--- config.mk ---
export PLATFORM = sky130hd
export DESIGN_NAME = ibex_probe_status_gen_flat
export DESIGN_NICKNAME = d
export VERILOG_FILES = /design/src/rtl/ibex_probe_status_gen_if.sv /design/src/rtl/ibex_probe_status_gen.sv /design/src/flat_wrapper.sv
export SDC_FILE = /design/constraint.sdc
export NUM_CORES = 1
export LEC_CHECK = 0
export ABC_AREA = 1
export CAP_MARGIN = 10
export CORE_MARGIN = 4
export CORE_UTILIZATION = 55
export CTS_CLUSTER_DIAMETER = 200
export DETAILED_ROUTE_END_ITERATION = 7
export DONT_BUFFER_PORTS = 1
export PLACE_DENSITY = 0.7
export SETUP_SLACK_MARGIN = 0.5
export SYNTH_ARGS = -nofsm -noshare
export SYNTH_HDL_FRONTEND = slang
export SYNTH_SLANG_ARGS = --single-unit
--- constraint.sdc ---
create_clock -name clk -period 2.3 [get_ports clk]
set_input_delay 0.46 -clock clk [delete_from_list [all_inputs] [get_ports clk]]
set_output_delay 0.46 -clock clk [all_outputs]
set_load 0.05 [all_outputs]
--- src/rtl/ibex_probe_status_gen_if.sv ---
// Probe link bundle between the Ibex core-side status generator and the bench.
// Ports (by modport):
//   slave  - status generator: consumes probe controls and core events, drives core controls and probe status
//   master - bench/probe side: the mirror image of slave
interface ibex_probe_status_gen_if #(
    parameter int unsigned CNT_W = 8
);
    // probe controls
    logic             fetch_enable_i;
    logic             debug_req_i;
    // core events
    logic             wfi_retire_i;
    logic             irq_pending_i;
    logic             ecall_retire_i;
    logic             alert_minor_ev_i;
    logic             alert_major_ev_i;
    logic             debug_ack_i;
    // controls back to the core
    logic             core_fetch_en_o;
    logic             core_debug_req_o;
    // probe status
    logic             core_sleep_o;
    logic             ecall_o;
    logic             alert_minor_o;
    logic             alert_major_o;
    logic [CNT_W-1:0] minor_cnt_o;

    modport slave (
        input  fetch_enable_i, debug_req_i, wfi_retire_i, irq_pending_i,
               ecall_retire_i, alert_minor_ev_i, alert_major_ev_i, debug_ack_i,
        output core_fetch_en_o, core_debug_req_o, core_sleep_o, ecall_o,
               alert_minor_o, alert_major_o, minor_cnt_o
    );

    modport master (
        output fetch_enable_i, debug_req_i, wfi_retire_i, irq_pending_i,
               ecall_retire_i, alert_minor_ev_i, alert_major_ev_i, debug_ack_i,
        input  core_fetch_en_o, core_debug_req_o, core_sleep_o, ecall_o,
               alert_minor_o, alert_major_o, minor_cnt_o
    );
endinterface

--- src/rtl/ibex_probe_status_gen.sv ---
// Core-side end of the test probe link.
// Runs the sleep FSM (RUN/DRAIN/SLEEP/WAKE), holds debug requests until the
// core acknowledges them, stretches ecall retires and conditions alerts.
// Ports:
//   clk    - single clock, rising edge
//   rst_ni - synchronous reset, active-low
//   bus    - probe link bundle (slave side), see ibex_probe_status_gen_if
// All outputs are registered; there is no combinational input-to-output path.
module ibex_probe_status_gen #(
    parameter int unsigned DRAIN_CYCLES = 4,
    parameter int unsigned ECALL_HOLD   = 2,
    parameter int unsigned CNT_W        = 8
) (
    input  logic                    clk,
    input  logic                    rst_ni,
    ibex_probe_status_gen_if.slave  bus
);
    localparam int unsigned DRN_W   = 4;
    localparam int unsigned ECALL_W = 3;

    typedef enum logic [1:0] {
        RUN   = 2'd0,
        DRAIN = 2'd1,
        SLEEP = 2'd2,
        WAKE  = 2'd3
    } state_e;

    state_e             state, state_next;
    logic [DRN_W-1:0]   drain_cnt, drain_cnt_next;
    logic [ECALL_W-1:0] ecall_cnt, ecall_cnt_next;
    logic [CNT_W-1:0]   minor_cnt, minor_cnt_next;
    logic               debug_req_q;
    logic               debug_pending, debug_pending_next;
    logic               debug_edge;
    logic               wake_req;
    logic               fetch_en, sleep, ecall, alert_minor, alert_major;

    // Next-state and next-value logic for FSM, debug handshake and counters
    always_comb begin
        state_next         = state;
        drain_cnt_next     = drain_cnt;
        ecall_cnt_next     = ecall_cnt;
        minor_cnt_next     = minor_cnt;
        debug_edge         = bus.debug_req_i & ~debug_req_q;
        debug_pending_next = debug_pending;
        wake_req           = bus.irq_pending_i | debug_pending;

        unique case (state)
            RUN: begin
                if (bus.wfi_retire_i) begin
                    // A one-cycle drain means sleep is reached on the very next cycle
                    if (DRAIN_CYCLES <= 1) begin
                        state_next = SLEEP;
                    end else begin
                        state_next     = DRAIN;
                        drain_cnt_next = DRN_W'(DRAIN_CYCLES - 1);
                    end
                end
            end
            DRAIN: begin
                if (wake_req) begin
                    state_next = RUN;
                end else begin
                    drain_cnt_next = drain_cnt - DRN_W'(1);
                    // Counter reaching zero lands exactly DRAIN_CYCLES after the wfi
                    if (drain_cnt <= DRN_W'(1)) begin
                        state_next = SLEEP;
                    end
                end
            end
            SLEEP: begin
                if (wake_req) begin
                    state_next = WAKE;
                end
            end
            WAKE: begin
                state_next = RUN;
            end
            default: begin
                state_next = RUN;
            end
        endcase

        // Ack retires the current request; a coincident new edge re-arms it
        if (bus.debug_ack_i) begin
            debug_pending_next = debug_edge;
        end else if (debug_edge) begin
            debug_pending_next = 1'b1;
        end

        // Each retire (re)loads the full hold time
        if (bus.ecall_retire_i) begin
            ecall_cnt_next = ECALL_W'(ECALL_HOLD);
        end else if (ecall_cnt != '0) begin
            ecall_cnt_next = ecall_cnt - ECALL_W'(1);
        end

        // Saturating count, never wraps
        if (bus.alert_minor_ev_i && (minor_cnt != '1)) begin
            minor_cnt_next = minor_cnt + CNT_W'(1);
        end
    end

    // State and output registers
    always_ff @(posedge clk) begin
        if (!rst_ni) begin
            state         <= RUN;
            drain_cnt     <= '0;
            ecall_cnt     <= '0;
            minor_cnt     <= '0;
            debug_req_q   <= 1'b0;
            debug_pending <= 1'b0;
            fetch_en      <= 1'b0;
            sleep         <= 1'b0;
            ecall         <= 1'b0;
            alert_minor   <= 1'b0;
            alert_major   <= 1'b0;
        end else begin
            state         <= state_next;
            drain_cnt     <= drain_cnt_next;
            ecall_cnt     <= ecall_cnt_next;
            minor_cnt     <= minor_cnt_next;
            debug_req_q   <= bus.debug_req_i;
            debug_pending <= debug_pending_next;
            fetch_en      <= bus.fetch_enable_i & (state != SLEEP);
            sleep         <= (state_next == SLEEP);
            ecall         <= (ecall_cnt_next != '0);
            alert_minor   <= bus.alert_minor_ev_i;
            alert_major   <= alert_major | bus.alert_major_ev_i;
        end
    end

    assign bus.core_fetch_en_o  = fetch_en;
    assign bus.core_debug_req_o = debug_pending;
    assign bus.core_sleep_o     = sleep;
    assign bus.ecall_o          = ecall;
    assign bus.alert_minor_o    = alert_minor;
    assign bus.alert_major_o    = alert_major;
    assign bus.minor_cnt_o      = minor_cnt;

endmodule

--- src/flat_wrapper.sv ---
// flat-port wrapper written by rule: the top's interface ports become plain ports
module ibex_probe_status_gen_flat 
#(
    parameter int unsigned DRAIN_CYCLES = 4,
    parameter int unsigned ECALL_HOLD   = 2,
    parameter int unsigned CNT_W        = 8
)
  (clk, rst_ni, bus_fetch_enable_i, bus_debug_req_i, bus_wfi_retire_i, bus_irq_pending_i, bus_ecall_retire_i, bus_alert_minor_ev_i, bus_alert_major_ev_i, bus_debug_ack_i, bus_core_fetch_en_o, bus_core_debug_req_o, bus_core_sleep_o, bus_ecall_o, bus_alert_minor_o, bus_alert_major_o, bus_minor_cnt_o);
  ibex_probe_status_gen_if #(.CNT_W(CNT_W)) bus_i ();
  input  logic clk;
  input  logic rst_ni;
  input wire logic [$bits(bus_i.fetch_enable_i)-1:0] bus_fetch_enable_i;
  input wire logic [$bits(bus_i.debug_req_i)-1:0] bus_debug_req_i;
  input wire logic [$bits(bus_i.wfi_retire_i)-1:0] bus_wfi_retire_i;
  input wire logic [$bits(bus_i.irq_pending_i)-1:0] bus_irq_pending_i;
  input wire logic [$bits(bus_i.ecall_retire_i)-1:0] bus_ecall_retire_i;
  input wire logic [$bits(bus_i.alert_minor_ev_i)-1:0] bus_alert_minor_ev_i;
  input wire logic [$bits(bus_i.alert_major_ev_i)-1:0] bus_alert_major_ev_i;
  input wire logic [$bits(bus_i.debug_ack_i)-1:0] bus_debug_ack_i;
  output wire logic [$bits(bus_i.core_fetch_en_o)-1:0] bus_core_fetch_en_o;
  output wire logic [$bits(bus_i.core_debug_req_o)-1:0] bus_core_debug_req_o;
  output wire logic [$bits(bus_i.core_sleep_o)-1:0] bus_core_sleep_o;
  output wire logic [$bits(bus_i.ecall_o)-1:0] bus_ecall_o;
  output wire logic [$bits(bus_i.alert_minor_o)-1:0] bus_alert_minor_o;
  output wire logic [$bits(bus_i.alert_major_o)-1:0] bus_alert_major_o;
  output wire logic [$bits(bus_i.minor_cnt_o)-1:0] bus_minor_cnt_o;
  assign bus_i.fetch_enable_i = bus_fetch_enable_i;
  assign bus_i.debug_req_i = bus_debug_req_i;
  assign bus_i.wfi_retire_i = bus_wfi_retire_i;
  assign bus_i.irq_pending_i = bus_irq_pending_i;
  assign bus_i.ecall_retire_i = bus_ecall_retire_i;
  assign bus_i.alert_minor_ev_i = bus_alert_minor_ev_i;
  assign bus_i.alert_major_ev_i = bus_alert_major_ev_i;
  assign bus_i.debug_ack_i = bus_debug_ack_i;
  assign bus_core_fetch_en_o = bus_i.core_fetch_en_o;
  assign bus_core_debug_req_o = bus_i.core_debug_req_o;
  assign bus_core_sleep_o = bus_i.core_sleep_o;
  assign bus_ecall_o = bus_i.ecall_o;
  assign bus_alert_minor_o = bus_i.alert_minor_o;
  assign bus_alert_major_o = bus_i.alert_major_o;
  assign bus_minor_cnt_o = bus_i.minor_cnt_o;
  ibex_probe_status_gen #(.DRAIN_CYCLES(DRAIN_CYCLES), .ECALL_HOLD(ECALL_HOLD), .CNT_W(CNT_W)) u_core (.clk(clk), .rst_ni(rst_ni), .bus(bus_i));
endmodule
# ---- Word-level counts from Yosys, hierarchy flattened
# Cells that the tools add are included.
dict set report classes {
  muxes 12
  order_cmp 1
  add_sub_neg 3
  bitwise_logic 5
  n_eq_ne 8
  n_reduce_logical 7
}
# operator count
set op_table {}
lappend op_table {{$add A8 B1 Y8 const B} 1}
lappend op_table {{$mux W2} 4}
lappend op_table {{$mux W4} 2}
lappend op_table {{$ne A8 B8 Y1 const B} 1}
lappend op_table {{$pmux W2 S4} 1}
lappend op_table {{$pmux W4 S2} 1}
lappend op_table {{$eq A2 B2 Y1 const B} 3}
lappend op_table {{$mux W3} 2}
lappend op_table {{$ne A2 B2 Y1 const B} 3}
lappend op_table {{$reduce_bool A3 Y1} 2}
lappend op_table {{$le A4 B1 Y1 const B} 1}
lappend op_table {{$reduce_bool A2 Y1} 2}
lappend op_table {{$sub A4 B1 Y4 const B} 1}
lappend op_table {{$reduce_and A3 Y1} 1}
lappend op_table {{$sub A3 B1 Y3 const B} 1}
lappend op_table {{$and A1 B1 Y1} 2}
lappend op_table {{$eq A2 B1 Y1 const B} 1}
lappend op_table {{$logic_not A2 Y1} 1}
lappend op_table {{$mux W1} 2}
lappend op_table {{$or A1 B1 Y1} 2}
lappend op_table {{$logic_and A1 B1 Y1} 1}
lappend op_table {{$not A1 Y1} 1}
dict set report totals {
  output_inout_bits 14
  inputBits 10
  word_cells 47
  register_bits 24
}

# ---- Logic depth before layout (Yosys ltp)
dict set report depth {
  ltp_word 5
  depth_mapped 9
  depth_no_buf 9
}

# ---- Worst setup path after synthesis
# OpenSTA, ideal clock, no wires.
dict set report synth_timing {
  path_type {flip-flop to flip-flop}
  start {register u_core.minor_cnt[0], in the netlist u_core.bus.minor_cnt_o[0]}
  end {register u_core.minor_cnt[4], in the netlist u_core.bus.minor_cnt_o[4]}
  path_slack_ns 0.630
  required_ns 2.187
  setup_time_ns 0.113
  arrival_ns 1.557
  synth_period_minus_slack_ns 1.670
  stages_incl_launch_ff 10
  n_path_buf 1
  cell_sequence {dfxtp_1 > ha_1 > nand2_2 > nor2_2 > nand2_1 > buf_6 > nand3_1 > nand2_1 > nand2_1 > nor2_1}
}
dict set report synth_between {
  elab_chain_cells 2
  elab_cells_between_ends 3
  cone_classes {1 x add/sub; 1 x eq/ne; 1 x reduce/logical}
}
# element line_no
set synth_lines {}
lappend synth_lines {{start, declared} ibex_probe_status_gen.sv:31} ;# logic [CNT_W-1:0] minor_cnt, minor_cnt_next;
lappend synth_lines {{start signal, assigned} ibex_probe_status_gen.sv:122} ;# minor_cnt <= minor_cnt_next;
lappend synth_lines {{branches (longest 2 deep; another with $add A8 B1 Y8)} --}
# Several ways; the timed one is not identified.
# A chain may end at the register's enable or synchronous reset.

# ---- Worst setup path in the final report
dict set report layout_timing {
  start {register u_core.minor_cnt[3], in the netlist u_core.bus.minor_cnt_o[3]}
  end {register u_core.minor_cnt[7], in the netlist u_core.bus.minor_cnt_o[7]}
}
# The elaborated chain is that of the path after synthesis.

==> load_flow_metrics.sql <==
INSERT INTO impl_metrics (metric_group, metric, value, unit) VALUES
('run_status', 'outcome', 'completed', ''),
('min_path', 'hold_class', 'input pin to flop', ''),
('critical_path', 'cpLargestDelayFamily', 'simple AND/OR/NAND/NOR gates', ''),
('yosys', 'postSynthRegisterBits', '24', ''),
('drt', 'drt_pre_antenna_iters', '4', ''),
('drt', 'detail_route.iter0.violations', '21', ''),
('cts', 'h_tree_depth', '1', ''),
('critical_path', 'cp_required', '2.51', 'ns'),
('cells_and_area', 'regArea', '480', 'µm²'),
('sta', 'finalSetupViolations', '0', ''),
('yosys', 'synth_top_flop_cell', 'dfxtp_1', ''),
('floorplan', 'ios', '24', ''),
('critical_path', 'worst_setup_path_end_kind', 'flop', ''),
('floorplan', 'die_w', '53.3', 'µm'),
('global_route', 'grt_pass1_wl', '3680', 'µm'),
('sta', 'grt_setup_unrepaired', 'false', ''),
('yosys', 'synth_compound_gate_area_share', '6.22', '%'),
('drt', 'drt.antenna.violating_nets', '0', ''),
('run', 'max_cap_violations', '0', ''),
('cells_and_area', 'final_cell_mix', 'nand2_1 (37), nor2_1 (27), inv_1 (25)', ''),
('sta', 'finalSetupTns', '0', 'ns'),
('yosys', 'synth_fp_nets', '176', ''),
('pwr', 'irDropWorstVdd', '0.464', 'mV'),
('cells_and_area', 'stdcell_count', '196', ''),
('cells_and_area', 'area_growth', '9.44', '%'),
('cts', 'worstSkewPairLatency', '0.30', 'ns'),
('place', 'detailed_place.area', '0.00120', 'mm²'),
('cts', 'cts_num_sinks', '24', ''),
('yosys', 'syn-instance-count', '161', ''),
('sta', 'skew', '0.00567', 'ns'),
('critical_path', 'critPathMostFrequentCell', 'nor2_1', ''),
('pwr', 'cellLeakagePower', '0.000589', 'µW'),
('yosys', 'synth_top_family_by_area', 'simple AND/OR/NAND/NOR gates', ''),
('place', 'placement.io_buffers', '0', ''),
('global_route', 'groute.usage.overall', '18.0', '%'),
('global_route', 'grt_start_max_net_pins', '14', ''),
('critical_path', 'cell_breakdown_of_the_critical_path', 'buf_4, inv_1, nor2_2, nand2_1, nand2_1, nor2_1, nor2_1, nor2_1', ''),
('place', 'rd_place_congestion', '0.722', ''),
('sta', 'worst_pin_slew', '0.540', 'ns'),
('cells_and_area', 'finalCoreUtilization', '62.8', '%'),
('cells_and_area', 'nNetsFinal', '185', ''),
('sta', 'relSlewSlack', '63.9', '%'),
('sta', 'layout_min_cycle_time', '1.49', 'ns'),
('critical_path', 'critPathBufInv', '2', ''),
('drt', 'wl', '2190', 'µm'),
('pwr', 'pwr_density_cell', '664', 'mW/mm²'),
('cells_and_area', 'final_common_cell', 'nand2_1', ''),
('pwr', 'p_sw', '236', 'µW'),
('place', 'dp_cells', '192', ''),
('global_route', 'grt_pass1_vias', '902', ''),
('global_route', 'number_of_antenna_violations_at_the_first_check_in_global_routing', '0', ''),
('yosys', 'yosys.area_share.adder', '5.56', '%'),
('floorplan', 'dieArea', '0.00284', 'mm²'),
('yosys', 'synth_sequential_area_ratio', '42.7', '%'),
('sta', 'finalMaxSlewViolations', '0', ''),
('yosys', 'synth.avg_cell_area', '6.99', 'µm²'),
('cts', 'post-cts-setup-buffers', '0', ''),
('yosys', 'synth_xor_area_share', '0.778', '%'),
('yosys', 'synth-warning-count', '0', ''),
('cells_and_area', 'fraction_of_layout_instances_using_a_drive_strength_above_1', '8.88', '%'),
('critical_path', 'ff2ff_setup_slack', '0.81', 'ns'),
('yosys', 'synth_cell_type_count', '21', ''),
('pwr', 'clock_network_power_share', '26.3', '%'),
('cells_and_area', 'layout.cell_area.non_filler', '0.00123', 'mm²'),
('sta', 'timing_hold_violations_final', '0', ''),
('pwr', 'switching_share', '28.9', '%'),
('floorplan', 'die_h', '53.3', 'µm'),
('yosys', 'netlist_area_before_placement', '0.00113', 'mm²'),
('cts', 'numCtsBuffers', '3', ''),
('cts', 'cts-resized-gates', '0', ''),
('cts', 'hold_fix_buffers_cts', '0', '');
-- stage by stage --
step	setup WS [ns]	total power [µW]	hold WS [ns]
floorplan	0.630	591	0.401
global route	0.650	864	0.222
finish	0.809	818	0.238
detailed placement	0.841	612	0.416
global placement	0.893	607	0.414
CTS	0.810	825	0.234
-- final cells by class --
class                   instances  area share (%)
clock buffers                   4            2.94
repair buffers                  8            4.87
inverters                      25            7.61
multi-input cells             108            42.8
well taps                      27            2.74
flip-flops and latches         24            39.0
-- cells by family (layout without fill, tap and decap cells) --
logic type               count (synthesis)  count (layout)
AO/OA/AOI/OAI                           12              12
adder cells (fa/ha/maj)                  5               5
XOR/XNOR                                 1               1
flip-flops                              24              24
AND/OR/NAND/NOR                         90              90
buffers and inverters                   29              37
-- power groups by stage --
stage / logic [µW] / registers [µW] / clock network (µW)
2_1_floorplan: 86.7 / 504 / 0
3_3_place_gp: 110 / 497 / 0
3_5_place_dp: 115 / 498 / 0
4_1_cts: 115 / 488 / 221
5_1_grt: 134 / 492 / 238
6_report: 115 / 488 / 215
-- synthesized netlist by cell type (2+ instances only) --
cell,n,area (µm²)
a31oi_1,2,12.5
nand4_1,6,37.5
inv_1,25,93.8
o21ai_0,2,10.0
nor2_2,2,12.5
ha_1,5,62.6
nor2_1,27,101
nand2_1,37,139
nand3b_1,2,15.0
nand3_1,12,60.1
dfxtp_1,24,480
nor3_1,3,15.0
a21oi_1,6,30.0
-- registers in the layout, indices dropped and copies added (netlist names) --
register                     flops
u_core.bus.alert_major_o         1
u_core.bus.alert_minor_o         1
u_core.bus.core_debug_req_o      1
u_core.bus.core_fetch_en_o       1
u_core.bus.core_sleep_o          1
u_core.bus.ecall_o               1
u_core.bus.minor_cnt_o           8
u_core.debug_req_q               1
u_core.drain_cnt                 4
u_core.ecall_cnt                 3
u_core.state                     2
-- metal layers --
layer / share of wire (%) / GRT usage [%]
met2: 48 / 29.6
met3: 8.7 / 4.23
met4: 1.1 / 8.09
met1: 43 / 21.9
met5: 0 / 0
-- worst paths after layout --
check | depth (start not counted) | end | from
max | 8 | u_core.bus.minor_cnt_o[7] | u_core.bus.minor_cnt_o[3]
max reg2reg | 8 | u_core.bus.minor_cnt_o[7] | u_core.bus.minor_cnt_o[3]
min | 2 | u_core.bus.alert_minor_o | bus_alert_minor_ev_i
min reg2reg | 1 | u_core.bus.core_debug_req_o | u_core.debug_req_q
-- worst reg2reg max path, cell delays in order, from the launching register on --
cell and delay, ns:
dfxtp_1 0.35, buf_4 0.21, inv_1 0.09, nor2_2 0.13, nand2_1 0.23, nand2_1 0.20, nor2_1 0.05, nor2_1 0.08
nor2_1 0.05
(Power assumes the default switching activity.)
